==> src/rtl/trivium_stream_if.sv <==
// Valid/ready data stream between the channel FIFO path and trivium_stream.
// The host side drives din and dout_ready; the cipher block answers with din_ready and dout.
interface trivium_stream_if #(
    parameter int W = 8
);
    logic [W-1:0] din;
    logic         din_valid;
    logic         din_ready;
    logic [W-1:0] dout;
    logic         dout_valid;
    logic         dout_ready;

    modport master (
        output din, din_valid, dout_ready,
        input  din_ready, dout, dout_valid
    );

    modport slave (
        input  din, din_valid, dout_ready,
        output din_ready, dout, dout_valid
    );
endinterface

==> src/rtl/trivium_stream.sv <==
// W-bit-per-cycle Trivium stream cipher: XORs a word-counted valid/ready stream with keystream.
// Optional macro TRIVIUM_IV_RESYNC_EN adds Irdy, restarting from a stored key with a new IV.
//
// state | meaning
// IDLE  | waiting for Krdy (or Irdy); finishes clearing BSY/Dvld after a session
// INIT  | 1152 warm-up steps, W per cycle, keystream discarded
// RUN   | one keystream word per accepted din word
// DONE  | waits for the last dout to drain, then pulses Dvld
module trivium_stream #(
    parameter int W    = 8,
    parameter int LENW = 16
) (
    input  logic            CLK,
    input  logic            RSTn,
    input  logic            EN,
    input  logic [79:0]     Kin,
    input  logic [79:0]     Din_iv,
    input  logic [LENW-1:0] Len,
    input  logic            Krdy,
`ifdef TRIVIUM_IV_RESYNC_EN
    input  logic            Irdy,
`endif
    output logic            Kvld,
    output logic            BSY,
    output logic            Dvld,
    trivium_stream_if.slave st
);
    localparam int          INIT_CYC  = 1152 / W;
    localparam logic [10:0] INIT_LAST = 11'(INIT_CYC - 1);

    typedef enum logic [1:0] {IDLE, INIT, RUN, DONE} state_t;

    state_t          state_q;
    logic [287:0]    triv_q;
    logic [287:0]    triv_d;
    logic [287:0]    s_w;
    logic [W-1:0]    ks_d;
    logic [10:0]     icnt_q;
    logic [LENW-1:0] wcnt_q;
    logic            kvld_q;
    logic            bsy_q;
    logic            dvld_q;
    logic [W-1:0]    dout_q;
    logic            dout_valid_q;
    logic            start;
    logic [79:0]     load_key;
    logic            xfer;

    // Host registers hold the first byte in [7:0]; the cipher wants it most significant.
    function automatic logic [79:0] byte_rev(input logic [79:0] v);
        logic [79:0] r;
        for (int b = 0; b < 10; b++) r[8*b +: 8] = v[8*(9-b) +: 8];
        return r;
    endfunction

    // Index i holds Trivium bit s(i+1).
    function automatic logic [287:0] triv_load(input logic [79:0] k, input logic [79:0] iv);
        logic [287:0] s;
        s           = '0;
        s[79:0]     = k;
        s[172:93]   = iv;
        s[287:285]  = 3'b111;
        return s;
    endfunction

    function automatic logic triv_z(input logic [287:0] s);
        return s[65] ^ s[92] ^ s[161] ^ s[176] ^ s[242] ^ s[287];
    endfunction

    function automatic logic [287:0] triv_step(input logic [287:0] s);
        logic a, b, c;
        a = s[65]  ^ s[92]  ^ (s[90]  & s[91])  ^ s[170];
        b = s[161] ^ s[176] ^ (s[174] & s[175]) ^ s[263];
        c = s[242] ^ s[287] ^ (s[285] & s[286]) ^ s[68];
        return {s[286:177], b, s[175:93], a, s[91:0], c};
    endfunction

    always_comb begin
        s_w  = triv_q;
        ks_d = '0;
        for (int j = 0; j < W; j++) begin
            ks_d[j] = triv_z(s_w);
            s_w     = triv_step(s_w);
        end
        triv_d = s_w;
    end

`ifdef TRIVIUM_IV_RESYNC_EN
    logic [79:0] key_q;

    // Krdy wins over Irdy; a resync reuses whatever key the last Krdy stored.
    always_comb begin
        start    = Krdy | Irdy;
        load_key = Krdy ? byte_rev(Kin) : key_q;
    end

    always_ff @(posedge CLK or negedge RSTn) begin
        if (!RSTn) begin
            key_q <= '0;
        end else if (EN && state_q == IDLE && Krdy) begin
            key_q <= byte_rev(Kin);
        end
    end
`else
    always_comb begin
        start    = Krdy;
        load_key = byte_rev(Kin);
    end
`endif

    assign st.din_ready = EN && (state_q == RUN) && (!dout_valid_q || st.dout_ready);
    assign xfer         = st.din_valid && st.din_ready;

    always_ff @(posedge CLK or negedge RSTn) begin
        if (!RSTn) begin
            state_q      <= IDLE;
            triv_q       <= '0;
            icnt_q       <= '0;
            wcnt_q       <= '0;
            kvld_q       <= 1'b0;
            bsy_q        <= 1'b0;
            dvld_q       <= 1'b0;
            dout_q       <= '0;
            dout_valid_q <= 1'b0;
        end else if (EN) begin
            case (state_q)
                IDLE: begin
                    kvld_q <= 1'b0;
                    dvld_q <= 1'b0;
                    bsy_q  <= 1'b0;
                    if (start) begin
                        triv_q  <= triv_load(load_key, byte_rev(Din_iv));
                        wcnt_q  <= Len;
                        icnt_q  <= INIT_LAST;
                        kvld_q  <= 1'b1;
                        bsy_q   <= 1'b1;
                        state_q <= INIT;
                    end
                end
                INIT: begin
                    kvld_q <= 1'b0;
                    triv_q <= triv_d;
                    if (icnt_q == '0) begin
                        state_q <= (wcnt_q == '0) ? DONE : RUN;
                    end else begin
                        icnt_q <= icnt_q - 11'd1;
                    end
                end
                RUN: begin
                    if (xfer) begin
                        dout_q       <= st.din ^ ks_d;
                        dout_valid_q <= 1'b1;
                        triv_q       <= triv_d;
                        wcnt_q       <= wcnt_q - LENW'(1);
                        if (wcnt_q == LENW'(1)) state_q <= DONE;
                    end else if (st.dout_ready) begin
                        dout_valid_q <= 1'b0;
                    end
                end
                DONE: begin
                    // BSY stays up through the Dvld cycle and drops on the way out of IDLE.
                    if (!dout_valid_q) begin
                        dvld_q  <= 1'b1;
                        state_q <= IDLE;
                    end else if (st.dout_ready) begin
                        dout_valid_q <= 1'b0;
                    end
                end
                default: state_q <= IDLE;
            endcase
        end
    end

    assign Kvld          = kvld_q;
    assign BSY           = bsy_q;
    assign Dvld          = dvld_q;
    assign st.dout       = dout_q;
    assign st.dout_valid = dout_valid_q;
endmodule

==> src/flat_wrapper.sv <==
// flat-port wrapper written by rule: the top's interface ports become plain ports
module trivium_stream_flat 
#(
    parameter int W    = 8,
    parameter int LENW = 16
)
  (CLK, RSTn, EN, Kin, Din_iv, Len, Krdy, Kvld, BSY, Dvld, st_din, st_din_valid, st_dout_ready, st_din_ready, st_dout, st_dout_valid);
  trivium_stream_if #(.W(W)) st_i ();
  input  logic CLK;
  input  logic RSTn;
  input  logic EN;
  input  logic [79:0] Kin;
  input  logic [79:0] Din_iv;
  input  logic [LENW-1:0] Len;
  input  logic Krdy;
  output logic Kvld;
  output logic BSY;
  output logic Dvld;
  input wire logic [$bits(st_i.din)-1:0] st_din;
  input wire logic [$bits(st_i.din_valid)-1:0] st_din_valid;
  input wire logic [$bits(st_i.dout_ready)-1:0] st_dout_ready;
  output wire logic [$bits(st_i.din_ready)-1:0] st_din_ready;
  output wire logic [$bits(st_i.dout)-1:0] st_dout;
  output wire logic [$bits(st_i.dout_valid)-1:0] st_dout_valid;
  assign st_i.din = st_din;
  assign st_i.din_valid = st_din_valid;
  assign st_i.dout_ready = st_dout_ready;
  assign st_din_ready = st_i.din_ready;
  assign st_dout = st_i.dout;
  assign st_dout_valid = st_i.dout_valid;
  trivium_stream #(.W(W), .LENW(LENW)) u_core (.CLK(CLK), .RSTn(RSTn), .EN(EN), .Kin(Kin), .Din_iv(Din_iv), .Len(Len), .Krdy(Krdy), .Kvld(Kvld), .BSY(BSY), .Dvld(Dvld), .st(st_i));
endmodule
==> config.mk <==
export PLATFORM = sky130hd
export DESIGN_NAME = trivium_stream_flat
export DESIGN_NICKNAME = d
export VERILOG_FILES = /design/src/rtl/trivium_stream_if.sv /design/src/rtl/trivium_stream.sv /design/src/flat_wrapper.sv
export SDC_FILE = /design/constraint.sdc
export NUM_CORES = 1
export LEC_CHECK = 0
export CAP_MARGIN = 30
export CORE_MARGIN = 2
export CORE_UTILIZATION = 55
export CTS_CLUSTER_DIAMETER = 120
export DETAILED_ROUTE_END_ITERATION = 6
export GPL_ROUTABILITY_DRIVEN = 0
export PLACE_DENSITY_LB_ADDON = 0.15
export SLEW_MARGIN = 20
export SYNTH_ARGS = -nofsm -noshare
export SYNTH_HDL_FRONTEND = slang
export SYNTH_SLANG_ARGS = --single-unit
==> constraint.sdc <==
create_clock -name CLK -period 2.8 [get_ports CLK]
set_input_delay 0.56 -clock CLK [delete_from_list [all_inputs] [get_ports CLK]]
set_output_delay 0.56 -clock CLK [all_outputs]
set_load 0.01 [all_outputs]
Word level (Yosys, flattened, before mapping)
Cells that the tools add are included.
{"block": "word_totals", "elab_cells": 198, "regBits": 329, "input_bits": 190}
{"block": "op_classes", "n_mux": 25, "n_bitwise": 129, "eq_ne": 11, "reduce_logical": 22, "n_addsub": 2}
{"cell": "288-bit case mux with 3 select lines", "n": 1}
{"cell": "288-bit two-way mux", "n": 2}
{"cell": "1-bit XOR", "n": 104}
{"cell": "16-bit two-way mux", "n": 2}
{"cell": "16-bit case mux with 2 select lines", "n": 1}
{"cell": "1-bit AND", "n": 24}
{"cell": "11-bit two-way mux", "n": 2}
{"cell": "11-bit case mux with 2 select lines", "n": 1}
{"cell": "16-bit by 1-bit equality test with 1-bit output, second input constant", "n": 1}
{"cell": "16-bit zero test", "n": 1}
{"cell": "16-bit by 1-bit subtractor with 16-bit output, second input constant", "n": 1}
{"cell": "4-bit AND reduction", "n": 3}
{"cell": "11-bit zero test", "n": 1}
{"cell": "11-bit by 1-bit subtractor with 11-bit output, second input constant", "n": 1}
{"cell": "2-bit two-way mux", "n": 5}
{"cell": "3-bit AND reduction", "n": 3}
{"cell": "2-bit inequality test, second input constant", "n": 4}
{"cell": "2-bit case mux with 4 select lines", "n": 1}
{"cell": "2-bit nonzero test", "n": 4}
{"cell": "8-bit XOR", "n": 1}
{"cell": "1-bit two-way mux", "n": 7}
{"cell": "1-bit case mux with 2 select lines", "n": 3}
{"cell": "6-bit AND reduction", "n": 1}
{"cell": "2-bit equality test, second input constant", "n": 2}
{"cell": "other kinds (9)", "n": 13}

Depth between registers and ports, before layout
{"block": "logic_depth", "word_depth": 6, "ltp_mapped": 11}

Worst setup path before layout
OpenSTA, ideal clock, no wires.
{"block": "synth_timing", "kind": "register to register", "start": "register u_core.state_q[0]", "end": "register u_core.triv_q[28]", "stages_incl_launch_ff": 12, "path_slack_ns": 0.532, "path_buffers": 4, "setup_time_ns": 0.132, "t_arrival_ns": 2.136, "path_cell_list": "dfrtp_1 -> inv_1 -> ha_1 -> buf_4 -> nor2b_1 -> a2111oi_4 -> o31ai_2 -> buf_4 -> buf_6 -> buf_4 -> nand2_1 -> o21ai_1"}
{"block": "synth_via", "elab_chain_len": 6, "word_cells_on_any_way": 11, "classes_between": "eq/ne: 4; mux: 1; reduce/logical: 6"}
{"item": "start: declaration", "line_no": "trivium_stream.sv:33", "text": "state_t state_q;"}
{"item": "start signal: assignment", "line_no": "trivium_stream.sv:144", "text": "state_q <= (wcnt_q == '0) ? DONE : RUN;"}
{"item": "2-bit equality test", "line_no": "trivium_stream.sv:111, trivium_stream.sv:126"}
{"item": "1-bit logical AND (2 in a row)", "line_no": "trivium_stream.sv:111", "text": "assign st.din_ready = EN && (state_q == RUN) && (!dout_valid_q || st.dout_ready);"}
{"item": "1-bit logical AND", "line_no": "trivium_stream.sv:112", "text": "assign xfer = st.din_valid && st.din_ready;"}
{"item": "2-bit by 1-bit inequality test with 1-bit output (no line)"}
{"item": "4-bit AND reduction (no line)"}
{"item": "end signal: assignment", "line_no": "trivium_stream.sv:132", "text": "triv_q <= triv_load(load_key, byte_rev(Din_iv));"}
{"item": "end signal: assignment", "line_no": "trivium_stream.sv:142", "text": "triv_q <= triv_d;"}
{"item": "end signal: assignment", "line_no": "trivium_stream.sv:153", "text": "triv_q <= triv_d;"}
{"item": "end: declaration", "line_no": "trivium_stream.sv:34", "text": "logic [287:0] triv_q;"}
Parallel ways exist; a longest one is shown, timed or not.
A chain may end at the register's enable or synchronous reset.

Worst setup path in the final report
{"block": "layout_timing", "start": "register u_core.state_q[0]", "end": "output st_din_ready"}
{"block": "layout_via", "elab_chain_len": 3}
{"item": "2-bit equality test", "line_no": "trivium_stream.sv:111"}
{"item": "1-bit logical AND (2 in a row)", "line_no": "trivium_stream.sv:111"}
{"item": "end: declaration", "line_no": "flat_wrapper.sv:22", "text": "output wire logic [$bits(st_i.din_ready)-1:0] st_din_ready;"}
No other way between the ends.

==> flow_summary.ini <==
[final_layout]
drive_gt1_frac = 0.0576
final_common_cell = nand2_1
final_cell_mix = nand2_1, dfrtp_1, clkdlybuf4s50_1
finalNetCount = 1997
area_delta_synth_final_pct = 22.9
stdcell_count = 2208

[yosys]
yosys_warnings = 0
synth-main-ff-cell = dfrtp_1
synth-compound-area-share = 0.0829
syn_nets = 1830
syn-instance-count = 1632
ys_seq_area_frac = 0.521
async_flop_share = 1.00
synth_adder_area_share = 0.00634
synth-xor-area-share = 0.0577
ys_ff_latch = 329
synth_mux_area_frac = 0.105
avgSynthCellArea_um2 = 9.68
post_synth_and_or_nand_nor_area_fraction = 0.182
synthesis.area_mm2 = 0.0158
synth_edf_count = 0
synth_top_family_by_area = simple AND/OR/NAND/NOR gates
synth.distinct_cells = 53

[global_routing]
use_met3 = 0.0362
track_usage = 0.251
top_usage_layer = met2
gr-usage-met2 = 0.402
use_met1 = 0.355
grt_pass1_vias = 11900
grt_pass1_wl_um = 61300
overflow = 0
grt_max_degree = 90
antenna_found_initial = 1

[sta]
whs_ps = 465
max_freq_mhz = 374
hold_viol = 0
fin_setup_tns_ps = 0
maxSlewHeadroom = 0.591
min_period_ps = 2670
tightest_slew_ps = 614
skew_ps = 12.4
drv_slew = 0
rsz0062_at_grt = false
fin_crit_sh = 0.954
setup_viol = 0

[clock_network]
cts_buffers = 36
cts_buffer_depth = 3
cts_max_level = 2
clk_pin_slew_ps = 60
cts_setup_buffers = 0
cts_sinks = 329
clock_latency_ps = 510
cts-root-buf = clkbuf_16
cts_tree = yes

[die]
initial_core_util = 0.555
chipHeight_um = 173
rows = 62
coreArea_mm2 = 0.0285
die_w_um = 173
io_pins = 203
dieArea_mm2 = 0.0301

[critical_path]
critPathCapture = st_din_ready
startpoint_type = flop
r2r_start = u_core.state_q[1]
r2r_end = u_core.triv_q[239]
crit_path_max_fanout = 7
reg2regPathDepth = 9
endpoint_kind = primary output
worstSetupStartpoint = u_core.state_q[0]
r2r_slack_ps = 420
critPathKind = reg -> out
required_ps = 2240
crit_arrival_ps = 2110

[detailed_routing]
ant_nets = 0
vias_per_cell = 5.34
dr.pass1.iters = 5
drt_iter0_markers = 991
avgRoutedWirePerCell_um = 16.9
wirelength_um = 37400
via_count = 11800
drc = 0

[pwr]
pwr-share-clk = 0.218
internal_power_mw = 14.1
power_density_mw_per_mm2 = 1190
switching_share = 0.391
combPwrFrac = 0.447
peakVddDrop_mv = 0.828
seqPwrFrac = 0.335
leakage_nw = 9.26
p_sw_mw = 9.02

[place]
place_inst = 2144
hpwlAfterDp_um = 25700
port_buffers = 202

[hold_path]
hp-class = reg -> reg
whs_path_depth = 2

[job]
drv_cap = 0

[status]
status = finished, final reports clean
[state kept, by name, indices dropped and copies added, names as in the netlist]
name / count
u_core.wcnt_q: 16
u_core.Dvld: 1
u_core.st.dout: 8
u_core.st.dout_valid: 1
u_core.state_q: 2
u_core.triv_q: 288
u_core.icnt_q: 11
u_core.BSY: 1
u_core.Kvld: 1
[worst min path at each step]
stage	from	to	slack, ps
finish	u_core.triv_q[234]	u_core.triv_q[234]	470
CTS	u_core.triv_q[253]	u_core.triv_q[253]	470
global placement	u_core.triv_q[196]	u_core.triv_q[196]	450
global route	u_core.triv_q[206]	u_core.triv_q[206]	500
detailed placement	u_core.triv_q[249]	u_core.triv_q[249]	460
floorplan	RSTn	u_core.BSY	260
[cells by family (layout without fill, tap and decap cells)]
group / Yosys count / count (layout)
AOI/OAI and AO/OA: 237 / 237
DFF: 329 / 329
adders and majority gates: 8 / 8
and+or+nand+nor: 669 / 669
other: 0 / 1
muxes: 165 / 165
xor gates and xnor gates: 104 / 104
buffers and inverters: 120 / 311
[final cells by class]
| type | count | area, um2 |
|---|---|---|
| antenna | 1 | 2.50 |
| clock buffer | 52 | 1060 |
| clock inverter | 10 | 200 |
| fill | 2321 | 9050 |
| inverter | 13 | 48.8 |
| multi-input combinational | 1183 | 6880 |
| sequential | 329 | 8230 |
| tap | 384 | 480 |
| timing repair buffer | 236 | 2510 |
[routing by layer]
layer  part of all wire  routed length [um]
met1               0.46               17100
met2               0.47               17600
met3              0.046                1710
met4              0.027                1000
met5                  0                   0
[per-stage QoR]
stage / util / total power [mW] / cell area [um2] / setup slack [ps]
3_5_place_dp: 0.637 / 18.1 / 18100 / 177
5_1_grt: 0.682 / 24.6 / 19400 / 31.2
2_1_floorplan: - / 15.3 / 15800 / 532
6_report: 0.682 / 23.1 / 19400 / 129
3_3_place_gp: 0.637 / 17.8 / 18100 / 242
4_1_cts: 0.682 / 23.2 / 19400 / 24.1
[worst max-delay path: stages, from the launching register on]
cell and delay [ps]:
dfrtp_1 430, inv_2 150, ha_4 200, nand2_1 70, nor2_1 180, clkdlybuf4s50_1 570
[cell usage after synthesis (2+ instances only)]
| cell | instances | area (um2) |
|---|---|---|
| a211o_1 | 2 | 17.5 |
| a21o_1 | 2 | 15.0 |
| a21oi_1 | 11 | 55.1 |
| a22oi_1 | 12 | 90.1 |
| a31oi_1 | 3 | 18.8 |
| and2_1 | 2 | 12.5 |
| and3_1 | 3 | 18.8 |
| buf_2 | 18 | 90.1 |
| buf_4 | 7 | 52.6 |
| buf_6 | 25 | 282 |
| clkbuf_1 | 54 | 203 |
| clkbuf_8 | 3 | 41.3 |
| dfrtp_1 | 329 | 8230 |
| ha_1 | 8 | 100 |
| inv_1 | 13 | 48.8 |
| mux2_2 | 4 | 45.0 |
| mux2i_1 | 161 | 1610 |
| nand2_1 | 463 | 1740 |
| nand3_1 | 136 | 681 |
| nand4_1 | 4 | 25.0 |
| nand4b_1 | 2 | 17.5 |
| nor2_1 | 21 | 78.8 |
| nor2b_1 | 8 | 50.1 |
| nor3_1 | 9 | 45.0 |
| nor3b_1 | 3 | 22.5 |
| nor4_1 | 3 | 18.8 |
| nor4_4 | 2 | 42.5 |
| nor4b_1 | 3 | 26.3 |
| o211ai_1 | 2 | 15.0 |
| o21a_1 | 3 | 22.5 |
| o21ai_0 | 157 | 786 |
| o21ai_1 | 32 | 160 |
| o2bb2ai_1 | 2 | 17.5 |
| o31ai_1 | 3 | 22.5 |
| or4_1 | 2 | 15.0 |
| xnor2_1 | 76 | 666 |
| xor2_1 | 28 | 245 |
[power groups by stage]
stage | registers [mW] | logic (mW) | clock network (mW)
floorplan | 7.37 | 7.98 | 0
global placement | 7.70 | 10.1 | 0
detailed placement | 7.76 | 10.3 | 0
CTS | 7.71 | 10.4 | 5.12
global route | 7.92 | 11.4 | 5.33
finish | 7.73 | 10.3 | 5.02
[repair_timing]
action,in CTS,in global routing
setup endpoints to repair,1,1
hold buffers,1,0
resized for setup,2,1
hold endpoints to repair,44,0
Note: power is estimated with default switching activity, not from simulation.
